**config.mk**
```make
export PLATFORM = sky130hd
export DESIGN_NAME = parking_gate_ctrl
export DESIGN_NICKNAME = d
export VERILOG_FILES = /design/src/rtl/parking_gate_ctrl.sv
export SDC_FILE = /design/constraint.sdc
export NUM_CORES = 1
export LEC_CHECK = 0
export ABC_AREA = 1
export CELL_PAD_IN_SITES_DETAIL_PLACEMENT = 0
export CELL_PAD_IN_SITES_GLOBAL_PLACEMENT = 2
export CORE_UTILIZATION = 29
export DETAILED_ROUTE_END_ITERATION = 10
export GPL_ROUTABILITY_DRIVEN = 0
export PLACE_DENSITY_LB_ADDON = 0.1
export SLEW_MARGIN = 20
export SYNTH_ARGS = -nofsm -noshare
export SYNTH_HDL_FRONTEND = slang
export SYNTH_SLANG_ARGS = --single-unit
```
**constraint.sdc**
```tcl
create_clock -name clk -period 3.4 [get_ports clk]
set_input_delay 0.85 -clock clk [delete_from_list [all_inputs] [get_ports clk]]
set_output_delay 0.85 -clock clk [all_outputs]
set_load 0.005 [all_outputs]
```
**src/rtl/parking_gate_ctrl.sv**
```systemverilog
// Entry/exit barrier controller: two independent FSMs with time-of-day entry window, vacancy admission,
// pass/timeout handling and close-hold re-arm delay. Optional PARKING_GATE_STATS_EN adds a saturating denial counter.
module parking_gate_ctrl #(
    parameter int GATE_TIMEOUT = 1000,
    parameter int CLOSE_HOLD   = 4
) (
    input  logic        clk,
    input  logic        rst,
    input  logic [31:0] timer,
    input  logic        entry_req,
    input  logic        entry_is_uni,
    input  logic        entry_pass,
    input  logic        exit_req,
    input  logic        exit_is_uni,
    input  logic        exit_pass,
    input  logic        uni_is_vacated_space,
    input  logic        is_vacated_space,
    output logic        entry_gate_open,
    output logic        exit_gate_open,
    output logic        car_entered,
    output logic        is_uni_car_enterd,
    output logic        car_exited,
    output logic        is_uni_car_exited,
    output logic        entry_denied
`ifdef PARKING_GATE_STATS_EN
    ,
    output logic [15:0] denied_count
`endif
);

    localparam int MAXV = (GATE_TIMEOUT > CLOSE_HOLD) ? GATE_TIMEOUT : CLOSE_HOLD;
    localparam int CW   = (MAXV < 1) ? 1 : $clog2(MAXV + 1);
    // Last counter value of each phase; zero-length settings degrade to one cycle.
    localparam logic [CW-1:0] TO_LAST   = CW'((GATE_TIMEOUT > 0) ? GATE_TIMEOUT - 1 : 0);
    localparam logic [CW-1:0] HOLD_LAST = CW'((CLOSE_HOLD > 0) ? CLOSE_HOLD - 1 : 0);

    typedef enum logic [1:0] {
        E_IDLE = 2'd0,
        E_OPEN = 2'd1,
        E_HOLD = 2'd2,
        E_DENY = 2'd3
    } entry_state_t;

    typedef enum logic [1:0] {
        X_IDLE = 2'd0,
        X_OPEN = 2'd1,
        X_HOLD = 2'd2
    } exit_state_t;

    entry_state_t  e_state_q, e_state_d;
    logic [CW-1:0] e_cnt_q, e_cnt_d;
    logic          e_tag_q, e_tag_d;
    logic          entry_gate_open_q, entry_gate_open_d;
    logic          car_entered_q, car_entered_d;
    logic          uni_entered_q, uni_entered_d;
    logic          entry_denied_q, entry_denied_d;

    exit_state_t   x_state_q, x_state_d;
    logic [CW-1:0] x_cnt_q, x_cnt_d;
    logic          x_tag_q, x_tag_d;
    logic          exit_gate_open_q, exit_gate_open_d;
    logic          car_exited_q, car_exited_d;
    logic          uni_exited_q, uni_exited_d;

    logic window_open;
    logic admit;

    assign window_open = (timer >= 32'd480) && (timer < 32'd1200);
    assign admit       = window_open &&
                         (is_vacated_space || (entry_is_uni && uni_is_vacated_space));

    always_comb begin
        e_state_d      = e_state_q;
        e_cnt_d        = e_cnt_q;
        e_tag_d        = e_tag_q;
        car_entered_d  = 1'b0;
        uni_entered_d  = 1'b0;
        entry_denied_d = 1'b0;
        case (e_state_q)
            E_IDLE: begin
                if (entry_req) begin
                    if (admit) begin
                        e_state_d = E_OPEN;
                        e_tag_d   = entry_is_uni;
                    end else begin
                        e_state_d      = E_DENY;
                        entry_denied_d = 1'b1;
                    end
                end
            end
            E_OPEN: begin
                // A pass wins over a coincident timeout or window close.
                if (entry_pass) begin
                    e_state_d     = E_HOLD;
                    car_entered_d = 1'b1;
                    uni_entered_d = e_tag_q;
                end else if ((e_cnt_q >= TO_LAST) || !window_open) begin
                    e_state_d = E_HOLD;
                end else begin
                    e_cnt_d = e_cnt_q + 1'b1;
                end
            end
            E_HOLD: begin
                if ((e_cnt_q >= HOLD_LAST) && !entry_req) begin
                    e_state_d = E_IDLE;
                end else if (e_cnt_q < HOLD_LAST) begin
                    e_cnt_d = e_cnt_q + 1'b1;
                end
            end
            E_DENY: begin
                if (!entry_req) begin
                    e_state_d = E_IDLE;
                end
            end
            default: e_state_d = E_IDLE;
        endcase
        if (e_state_d != e_state_q) begin
            e_cnt_d = '0;
        end
        entry_gate_open_d = (e_state_d == E_OPEN);
    end

    always_comb begin
        x_state_d     = x_state_q;
        x_cnt_d       = x_cnt_q;
        x_tag_d       = x_tag_q;
        car_exited_d  = 1'b0;
        uni_exited_d  = 1'b0;
        case (x_state_q)
            X_IDLE: begin
                if (exit_req) begin
                    x_state_d = X_OPEN;
                    x_tag_d   = exit_is_uni;
                end
            end
            X_OPEN: begin
                if (exit_pass) begin
                    x_state_d    = X_HOLD;
                    car_exited_d = 1'b1;
                    uni_exited_d = x_tag_q;
                end else if (x_cnt_q >= TO_LAST) begin
                    x_state_d = X_HOLD;
                end else begin
                    x_cnt_d = x_cnt_q + 1'b1;
                end
            end
            X_HOLD: begin
                if ((x_cnt_q >= HOLD_LAST) && !exit_req) begin
                    x_state_d = X_IDLE;
                end else if (x_cnt_q < HOLD_LAST) begin
                    x_cnt_d = x_cnt_q + 1'b1;
                end
            end
            default: x_state_d = X_IDLE;
        endcase
        if (x_state_d != x_state_q) begin
            x_cnt_d = '0;
        end
        exit_gate_open_d = (x_state_d == X_OPEN);
    end

    always_ff @(posedge clk or posedge rst) begin
        if (rst) begin
            e_state_q         <= E_IDLE;
            e_cnt_q           <= '0;
            e_tag_q           <= 1'b0;
            entry_gate_open_q <= 1'b0;
            car_entered_q     <= 1'b0;
            uni_entered_q     <= 1'b0;
            entry_denied_q    <= 1'b0;
        end else begin
            e_state_q         <= e_state_d;
            e_cnt_q           <= e_cnt_d;
            e_tag_q           <= e_tag_d;
            entry_gate_open_q <= entry_gate_open_d;
            car_entered_q     <= car_entered_d;
            uni_entered_q     <= uni_entered_d;
            entry_denied_q    <= entry_denied_d;
        end
    end

    always_ff @(posedge clk or posedge rst) begin
        if (rst) begin
            x_state_q        <= X_IDLE;
            x_cnt_q          <= '0;
            x_tag_q          <= 1'b0;
            exit_gate_open_q <= 1'b0;
            car_exited_q     <= 1'b0;
            uni_exited_q     <= 1'b0;
        end else begin
            x_state_q        <= x_state_d;
            x_cnt_q          <= x_cnt_d;
            x_tag_q          <= x_tag_d;
            exit_gate_open_q <= exit_gate_open_d;
            car_exited_q     <= car_exited_d;
            uni_exited_q     <= uni_exited_d;
        end
    end

    assign entry_gate_open   = entry_gate_open_q;
    assign exit_gate_open    = exit_gate_open_q;
    assign car_entered       = car_entered_q;
    assign is_uni_car_enterd = uni_entered_q;
    assign car_exited        = car_exited_q;
    assign is_uni_car_exited = uni_exited_q;
    assign entry_denied      = entry_denied_q;

`ifdef PARKING_GATE_STATS_EN
    logic [15:0] denied_count_q, denied_count_d;

    // Counts in step with the denial pulse itself, saturating at all-ones.
    always_comb begin
        denied_count_d = denied_count_q;
        if (entry_denied_d && (denied_count_q != 16'hFFFF)) begin
            denied_count_d = denied_count_q + 16'd1;
        end
    end

    always_ff @(posedge clk or posedge rst) begin
        if (rst) begin
            denied_count_q <= 16'd0;
        end else begin
            denied_count_q <= denied_count_d;
        end
    end

    assign denied_count = denied_count_q;
`endif

endmodule

```
==> key figures, run 1 <==
Setup path
  • Worst R2R Start: e_cnt_q[0]
  • Crit path buf inv count: 1
  • Max stage delay on crit path: 0.42 ns
  • Crit path DAT: 2.48 ns
  • Crit. End Element: flop
  • Critical path class: in -> reg
  • Most frequent CP cell: nor2_1
  • Slowest CP cell: clkdlybuf4s50_1
  • CP top delay family: simple AND/OR/NAND/NOR gates
  • CP startpoint kind: input port
  • CP Launch Point: timer[20]
  • CP cell instances: clkdlybuf4s50_1 -> or2_0 -> nor2_1 -> nand2_1 -> nor2_4 -> nand4_1 -> nand3_1 -> nand3_2 -> nor2_1
  • Worst endpoint required time: 3.62 ns
  • Crit Path Max Fanout: 10

STA
  • Pins over their slew limit: 0
  • Worst Max-Slew Pin Slew: 0.469 ns
  • Setup TNS Final: 0 ns
  • # setup viols final: 0
  • Tmin final: 2.26 ns
  • Final hold vios: 0
  • Worst relative slew slack: 0.684
  • Fin crit share: 0.664
  • Clock Skew: 0.0102 ns
  • RSZ-0062 raised after global routing: no
  • Fmax: 443 MHz

Drt
  • Vias: 1,894
  • Post-route ant nets: 0
  • WL final: 4.93 mm
  • Vias per std cell: 4.29
  • Iteration-0 DRC count of the detailed router: 62
  • DR WL/cell: 11.1 µm
  • First-pass DRT Iterations: 4
  • Number of remaining DRC errors: 0

GRT
  • GRT Util Overall: 0.151
  • GRT overflow: 0
  • Antenna violations before repair: 0
  • First-pass GRT wire length: 8.73 mm
  • Largest net degree at the start of global routing: 34
  • Vias in the first global route: 1,875

Final layout
  • Antenna diodes: 0
  • # nets final: 389
  • Area grow syn2layout: 30.4%
  • Fraction of layout cells with a size suffix above 1: 0.0520

Clock network
  • CTS tree: yes
  • H-tree Lvls: 2
  • Clock Pin Slew Worst Setup and Hold Paths: 0.07 ns
  • CTS Buf Count: 5
  • CTS sink cnt: 33
  • CTS max path bufs: 2
  • # hold bufs at CTS: 0
  • CTS resizes: 0
  • Later-pin clock latency in the skew report: 0.29 ns
  • Setup bufs post-CTS: 0
  • Clk root buf: clkbuf_8

Die
  • Die W: 86.4 µm
  • Die height: 86.4 µm
  • Die area: 7470 µm²
  • # IOs: 49
  • Cell Rows: 30
  • Initial core utilization: 0.303
  • Core Region: 6830 µm²

Yosys
  • Post-Synthesis Cells: 295
  • EDFF count, synth: 0
  • YS warnings: 0
  • #FFs+latches synth: 33
  • Avg Cell Area, Syn: 7.01 µm²
  • Count of cell types in the netlist: 28
  • Syn Nets: 339
  • Register area share after synthesis: 0.400
  • Ys async rst share: 1.00
  • Most frequently used flop master after synthesis: dfrtp_1
  • Mapped Area: 2070 µm²

Power and ir drop
  • Pwr Total: 1.34 mW
  • Power Density: 496 nW/µm²
  • Leakage: 1.23 nW
  • Max rail drop VDD: 0.320 mV

Job
  • Max cap viols: 0

Outcome
  • Outcome: complete, no violations

Hold path
  • Hold Startpoint: x_tag_q
  • Worst hold path class: reg -> reg

Placement
  • # port buffers: 44
  • Dpl hpwl: 3.71 mm
[power breakdown]
group	switching (mW)	total, mW	internal, mW
combinational	0.334	0.529	0.195
clock	0.153	0.295	0.141
sequential	0.0518	0.512	0.460
total	0.539	1.34	0.797
[cells in the final DEF (no fill, tap or decap), types with 6 or more instances in the layout]
cell,count
nor2_1,64
nand3_1,31
xor2_1,8
inv_1,42
dfrtp_1,33
nand2_1,61
nand4_1,12
nor3_1,10
o21ai_0,6
clkdlybuf4s50_1,44
[per-layer routing]
metal | up-vias | routed length (µm) | GRT usage
li1 | 1040 | - | -
met1 | 830 | 2430 | 0.189
met2 | 17 | 2330 | 0.258
met3 | 7 | 109 | 0.0314
met4 | 0 | 58 | 0.0500
met5 | - | 0 | 0
[layout make-up]
type / instances / area [µm²]
clock inverters: 3 / 17.5
multi-input cells: 217 / 1050
clock buffers: 5 / 68.8
fillers: 757 / 4140
flip-flops and latches: 33 / 826
well taps: 96 / 120
inverters: 43 / 161
repair buffers: 45 / 448
[final timing paths]
check                                    endpoint  slack, ns  cells after the start
worst max-delay path                   e_cnt_q[7]       1.14                      9
worst min-delay path            is_uni_car_exited       0.50                      2
worst max register to register         e_cnt_q[7]       1.53                      7
worst min register to register  is_uni_car_exited       0.50                      2
max in group asynchronous            x_state_q[0]       2.13                      3
min in group asynchronous            entry_denied       0.96                      3
[cells by family after synthesis]
group                      after synthesis  share of synthesized area
and+or+nand+nor                        191                      0.414
buffers and inverters                   45                     0.0908
DFF                                     33                      0.400
AOI/OAI and AO/OA                       16                     0.0496
xor gates and xnor gates                 8                     0.0339
adders and majority gates                2                     0.0121
[flip-flops by register name, summed over array words and instances, names as in the netlist]
name               count
car_entered            1
car_exited             1
e_cnt_q               10
e_state_q              2
e_tag_q                1
entry_denied           1
entry_gate_open        1
exit_gate_open         1
is_uni_car_enterd      1
is_uni_car_exited      1
x_cnt_q               10
x_state_q              2
x_tag_q                1
[cells in the mapped netlist, types with 2 or more instances]
library cell / instances / area (µm²)
dfrtp_1: 33 / 826
nor4_1: 2 / 12.5
nand3_2: 2 / 20.0
a21oi_1: 4 / 20.0
nand3_1: 31 / 155
nand3b_1: 2 / 15.0
o21ai_0: 6 / 30.0
nor2_1: 64 / 240
nand2_1: 61 / 229
nand4_1: 12 / 75.1
a21boi_0: 2 / 15.0
xor2_1: 8 / 70.1
ha_1: 2 / 25.0
nor2_4: 2 / 22.5
inv_1: 42 / 158
nor3_1: 10 / 50.1
[metrics by stage]
| stage | instance area (µm²) | worst slack, ns | instances | hold WS [ns] | util |
|---|---|---|---|---|---|
| finish | 2700 | 1.14 | 442 | 0.505 | 0.395 |
| global route | 2700 | 0.950 | 442 | 0.538 | 0.395 |
| CTS | 2700 | 1.13 | 442 | 0.509 | 0.395 |
| detailed placement | 2610 | 0.815 | 434 | 0.500 | 0.382 |
| global placement | 2610 | 0.837 | 434 | 0.496 | 0.382 |
| floorplan | 2070 | 1.45 | 295 | 0.471 | - |
[worst reg2reg max path, cell delays in order, from the launching register on]
cell and delay (ns):
dfrtp_1 0.41, ha_1 0.26, nor3_1 0.23, nand4_1 0.21, a21boi_0 0.21, nand2_1 0.10, nand3_2 0.21, nor2_1 0.17
(Power assumes the default switching activity.)
==> run 2, diff against run 1 <==
--- a/config.mk
+++ b/config.mk
@@ -8,7 +8,7 @@
 export ABC_AREA = 1
 export CELL_PAD_IN_SITES_DETAIL_PLACEMENT = 0
 export CELL_PAD_IN_SITES_GLOBAL_PLACEMENT = 2
-export CORE_UTILIZATION = 29
+export CORE_UTILIZATION = 24
 export DETAILED_ROUTE_END_ITERATION = 10
 export GPL_ROUTABILITY_DRIVEN = 0
 export PLACE_DENSITY_LB_ADDON = 0.1
==> constraint.sdc (replaced) <==
create_clock -name clk -period 1.9 [get_ports clk]
set_input_delay 0.475 -clock clk [delete_from_list [all_inputs] [get_ports clk]]
set_output_delay 0.475 -clock clk [all_outputs]
set_load 0.005 [all_outputs]
==> key figures, run 2 (same netlist as run 1, synthesis figures left out) <==
Die
  • Cell Rows: 33 (+10%)
  • Initial core utilization: 0.250 (-0.0523)
  • Die area: 8990 µm² (+20%)
  • Core Region: 8260 µm² (+21%)
  • # IOs: 49 (unchanged)
  • Die height: 94.8 µm (+9.7%)
  • Die W: 94.8 µm (+9.7%)

STA
  • Clock Skew: 0.00441 ns (-0.00575 ns)
  • Pins over their slew limit: 0 (unchanged)
  • Fmax: 553 MHz
  • Final hold vios: 0 (unchanged)
  • Setup TNS Final: 0 ns (unchanged)
  • Fin crit share: 0.952
  • Tmin final: 1.81 ns
  • # setup viols final: 0 (unchanged)
  • Setup ws final: 0.0916 ns (-1.05 ns)
  • Worst relative slew slack: 0.711 (+0.0272)
  • Worst Max-Slew Pin Slew: 0.429 ns (-0.0405 ns)

Clock network
  • Clock Pin Slew Worst Setup and Hold Paths: 0.07 ns (about the same)
  • Clk root buf: clkbuf_8
  • Later-pin clock latency in the skew report: 0.29 ns (about the same)
  • CTS sink cnt: 33 (unchanged)
  • CTS max path bufs: 2 (unchanged)
  • CTS tree: yes
  • H-tree Lvls: 2 (unchanged)
  • CTS Buf Count: 5 (unchanged)

Power and ir drop
  • Leakage: 1.52 nW (+24%)
  • Max rail drop VDD: 0.485 mV (+52%)
  • Pwr Total: 2.83 mW (+110%)
  • Power Density: 932 nW/µm² (+88%)

GRT
  • Antenna violations before repair: 0 (unchanged)
  • GRT Util Overall: 0.132 (-0.0182)
  • First-pass GRT wire length: 9.20 mm (+5.4%)
  • GRT overflow: 0 (unchanged)
  • Largest net degree at the start of global routing: 34 (unchanged)
  • Vias in the first global route: 1,981 (+5.7%)

Final layout
  • # nets final: 411 (+5.7%)
  • Final Core Density: 0.368 (-0.0268)
  • Biggest regs: e_cnt_q: 10 flops, x_cnt_q: 10 flops
  • Fraction of layout cells with a size suffix above 1: 0.158 (+0.106)
  • Most frequent cells in the layout: nand2_1, nor2_1, inv_1
  • Antenna diodes: 0 (unchanged)
  • Filler Cell Count: 901 (+19%)
  • Most common cell after layout, fill and taps aside: nand2_1
  • Area grow syn2layout: 46.9%
  • Design area: 3040 µm² (+13%)

Drt
  • First-pass DRT Iterations: 4 (unchanged)
  • DR WL/cell: 11.8 µm (+5.4%)
  • Iteration-0 DRC count of the detailed router: 55 (-11%)
  • Post-route ant nets: 0 (unchanged)
  • Vias per std cell: 4.33 (+0.99%)
  • Number of remaining DRC errors: 0 (unchanged)
  • Vias: 2,047 (+8.1%)
  • WL final: 5.56 mm (+13%)

Outcome
  • Outcome: complete, no violations

Setup path
  • Crit. End Element: flop
  • Most frequent CP cell: nor2_2
  • Max stage delay on crit path: 0.42 ns (about the same)
  • Crit path DAT: 2.03 ns (-0.45 ns)
  • CP cell instances: clkdlybuf4s50_1 -> or2_0 -> nor2_2 -> nand2_2 -> nor2_4 -> nand4_1 -> nand3_2 -> nand3_4 -> clkbuf_16 -> nor2_2
  • Critical path class: in -> reg
  • Slowest CP cell: clkdlybuf4s50_1
  • CP startpoint kind: input port
  • Worst endpoint required time: 2.12 ns (-1.50 ns)
  • Worst reg2reg setup slack: 0.18 ns (-1.35 ns)
  • Crit Path Max Fanout: 5 (-5)

Placement
  • Dpl hpwl: 4.02 mm (+8.2%)
  • # port buffers: 44 (unchanged)
  • Post-Place Setup Slack: -0.254 ns (-1.07 ns)
  • Area after DPL: 2790 µm² (+7.1%)

Hold path
  • Worst hold path class: reg -> reg

Job
  • Max cap viols: 0 (unchanged)
run 2: final cells by class:
cell class                      count  area, µm²  share of cell area
Sequential cell                    33        826               0.272
Clock buffer                        6       72.6              0.0239
Clock inverter                      2       10.0             0.00330
Multi-Input combinational cell    217       1120               0.370
Timing Repair Buffer               67        713               0.235
Inverter                           43        161              0.0532
Tap cell                          105        131              0.0433
run 2: layer usage:
| layer | vias to the layer above | GRT usage | wire (µm) |
|---|---|---|---|
| met1 | 926 | 0.188 | 2950 |
| met4 | 0 | 0.0379 | 58 |
| met2 | 32 | 0.198 | 2320 |
| met3 | 8 | 0.0306 | 228 |
| li1 | 1081 | - | - |
| met5 | - | 0 | 0 |
run 2: worst max-delay path: cells and delay by family:
| family | cells | cell delay [ns] |
|---|---|---|
| buf+inv | 2 | 0.60 |
| simple gates | 8 | 0.96 |
run 2: worst paths after layout:
kind,startpoint,endpoint,depth (start not counted)
max in group asynchronous,rst,e_cnt_q[9],3
hold / removal,e_tag_q,is_uni_car_enterd,2
min in group asynchronous,rst,exit_gate_open,3
setup / recovery,timer[20],e_cnt_q[4],10
setup reg to reg,e_cnt_q[0],e_cnt_q[0],9
hold reg to reg,e_tag_q,is_uni_car_enterd,2
run 2: what timing repair did:
action | CTS | global route
setup buffers | 0 | 3
gates resized for setup | 0 | 39
endpoints found under the setup margin | 0 | 15
hold buffers | 0 | 0
run 2: report_power, final:
| part | internal (mW) | switching, mW |
|---|---|---|
| Sequential | 0.824 | 0.102 |
| Combinational | 0.640 | 0.735 |
| Clock | 0.254 | 0.275 |
| Total | 1.72 | 1.11 |
run 2: through the flow:
stage / std cells / hold slack, ns
2_1_floorplan: 295 / 0.471
3_3_place_gp: 461 / 0.490
3_5_place_dp: 461 / 0.490
4_1_cts: 469 / 0.500
5_1_grt: 473 / 0.533
6_report: 473 / 0.504
==> run 3, diff against run 2 <==
==> constraint.sdc (replaced) <==
create_clock -name clk -period 1.9 [get_ports clk]
set_input_delay 0.38 -clock clk [delete_from_list [all_inputs] [get_ports clk]]
set_output_delay 0.38 -clock clk [all_outputs]
set_load 0.005 [all_outputs]
==> key figures, run 3 (same netlist as run 1, synthesis figures left out) <==
Outcome
  • Outcome: complete, no violations

GRT
  • Largest net degree at the start of global routing: 34 (unchanged)
  • GRT Util Overall: 0.129 (-0.00315)
  • Antenna violations before repair: 0 (unchanged)
  • GRT overflow: 0 (unchanged)
  • First-pass GRT wire length: 9.10 mm (-1.0%)
  • Vias in the first global route: 1,943 (-1.9%)

Setup path
  • FF-to-FF path depth: 9 (unchanged)
  • CP startpoint kind: input port
  • Worst endpoint required time: 2.11 ns (about the same)
  • Crit path DAT: 1.96 ns (-0.07 ns)
  • Slowest CP cell: clkdlybuf4s50_1
  • Most frequent CP cell: nand2_1
  • Critical path class: in -> reg
  • CP cell instances: clkdlybuf4s50_1 -> nand2_1 -> o21ai_2 -> nand2_1 -> nor2_4 -> nand4_1 -> nand3_1 -> nand3_2 -> buf_12 -> nor2_1
  • Crit. End Element: flop
  • Crit Path Max Fanout: 10 (+5)
  • Worst reg2reg setup slack: 0.17 ns (about the same)
  • Worst R2R Start: x_cnt_q[0]
  • Crit path buf inv count: 2 (unchanged)
  • Reg2reg end: x_cnt_q[4]
  • Max stage delay on crit path: 0.47 ns (+0.05 ns)
  • CP top delay family: simple AND/OR/NAND/NOR gates
  • CP Launch Point: timer[7]

Job
  • Max cap viols: 0 (unchanged)

Die
  • Die area: 8990 µm² (unchanged)
  • Cell Rows: 33 (unchanged)
  • # IOs: 49 (unchanged)
  • Die height: 94.8 µm (unchanged)
  • Initial core utilization: 0.250 (unchanged)
  • Die W: 94.8 µm (unchanged)
  • Core Region: 8260 µm² (unchanged)

Clock network
  • Later-pin clock latency in the skew report: 0.28 ns (about the same)
  • CTS tree: yes
  • H-tree Lvls: 2 (unchanged)
  • CTS max path bufs: 2 (unchanged)
  • CTS sink cnt: 33 (unchanged)
  • Clk root buf: clkbuf_8
  • CTS Buf Count: 5 (unchanged)
  • Clock Pin Slew Worst Setup and Hold Paths: 0.08 ns (about the same)
  • # hold bufs at CTS: 0 (unchanged)

STA
  • Fmax: 571 MHz (+3.3%)
  • Setup TNS Final: 0 ns (unchanged)
  • Tmin final: 1.75 ns (-0.0576 ns)
  • Pins over their slew limit: 0 (unchanged)
  • Final hold vios: 0 (unchanged)
  • Worst relative slew slack: 0.704 (-0.00706)
  • Fin crit share: 0.921 (-0.0303)
  • # setup viols final: 0 (unchanged)
  • RSZ-0062 raised after global routing: no
  • Clock Skew: 0.00913 ns (+0.00473 ns)
  • Worst Max-Slew Pin Slew: 0.443 ns (+0.0145 ns)

Placement
  • # port buffers: 44 (unchanged)
  • Dpl hpwl: 3.94 mm (-1.8%)
  • Area after DPL: 2770 µm² (-0.72%)
  • DP Cell Count: 460 (-0.22%)

Drt
  • Post-route ant nets: 0 (unchanged)
  • Number of remaining DRC errors: 0 (unchanged)
  • Iteration-0 DRC count of the detailed router: 66 (+20%)
  • DR WL/cell: 11.3 µm (-4.0%)
  • First-pass DRT Iterations: 4 (unchanged)
  • Vias per std cell: 4.25 (-1.8%)
  • WL final: 5.28 mm (-5.0%)
  • Vias: 1,989 (-2.8%)

Power and ir drop
  • Power Density: 911 nW/µm² (-2.3%)
  • Pwr Total: 2.61 mW (-7.7%)
  • Leakage: 1.32 nW (-13%)
  • Max rail drop VDD: 0.467 mV (-3.8%)

Final layout
  • Fraction of layout cells with a size suffix above 1: 0.0964 (-0.0612)
  • Design area: 2870 µm² (-5.6%)
  • FF+latch area: 826 µm² (unchanged)
  • Filler Cell Count: 925 (+2.7%)
  • Antenna diodes: 0 (unchanged)
  • # nets final: 406 (-1.2%)
  • Most frequent cells in the layout: nor2_1, nand2_1, clkdlybuf4s50_1
  • Footprint of the multi-input gates: 1070 µm² (-5.0%)
  • Final Core Density: 0.347 (-0.0205)
  • Biggest regs: e_cnt_q: 10 flops, x_cnt_q: 10 flops
  • Layout Cells excl Fill: 468 (-1.1%)
  • Most common cell after layout, fill and taps aside: nor2_1
  • Area grow syn2layout: 38.7%

Hold path
  • Worst hold path class: in -> async
-- run 3: cell count changes in the layout (fill, tap and decap cells not counted), sizes merged --
cell | previous run | this run
clkdlybuf4s50 | 26 | 44
dlymetal6s2s | 18 | 0
buf | 22 | 18
clkbuf | 7 | 6
-- run 3: how the worst max path moves through the flow --
| stage | slack (ns) | to | depth (start not counted) |
|---|---|---|---|
| final | 0.15 | e_cnt_q[6] | 10 |
| after global routing | 0.001 | e_cnt_q[1] | 12 |
| after CTS | 0.1 | e_cnt_q[6] | 10 |
| after detailed placement | -0.19 | e_cnt_q[6] | 10 |
| after global placement | -0.16 | e_cnt_q[1] | 12 |
| after floorplan | 0.36 | e_cnt_q[1] | 7 |
-- run 3: power by group --
| group | internal, mW | total [mW] | switching [mW] | leakage (nW) |
|---|---|---|---|---|
| Combinational | 0.523 | 1.18 | 0.655 | 0.838 |
| Clock | 0.254 | 0.512 | 0.258 | 0.0450 |
| Sequential | 0.824 | 0.922 | 0.0977 | 0.441 |
-- run 3: cell type report --
type,instances,area share
inverter,43,0.0563
tap,105,0.0458
clock inverter,2,0.00349
multi-input combinational,217,0.372
sequential,33,0.288
clock buffer,6,0.0253
timing repair buffer,62,0.209
-- run 3: worst register-to-register path, stage by stage, from the launching register on --
cell	delay (ns)
dfrtp_1	0.41
ha_1	0.25
nand2_1	0.10
nand2_1	0.06
nand2_1	0.09
inv_1	0.08
nand2_1	0.27
nand3_1	0.15
xor2_1	0.15
nor2_1	0.06
-- run 3: through the flow --
stage               hold slack, ns  setup WS (ns)
finish                       0.494          0.149
global route                 0.529        0.00126
CTS                          0.509         0.0997
detailed placement           0.500         -0.187
global placement             0.490         -0.158
floorplan                    0.471          0.363
-- run 3: per-layer routing --
| layer | vias up | wire, µm | part of all wire | global-route usage |
|---|---|---|---|---|
| met5 | - | 0 | 0 | 0 |
| met4 | 0 | 26 | 0.0049 | 0.0227 |
| met3 | 2 | 256 | 0.048 | 0.0282 |
| met2 | 36 | 2160 | 0.41 | 0.196 |
| met1 | 875 | 2840 | 0.54 | 0.188 |
| li1 | 1076 | - | - | - |
-- run 3: repair_timing --
item,in CTS,in global routing
gates resized for setup,0,3
setup endpoints to repair,0,8
buffers inserted,0,0
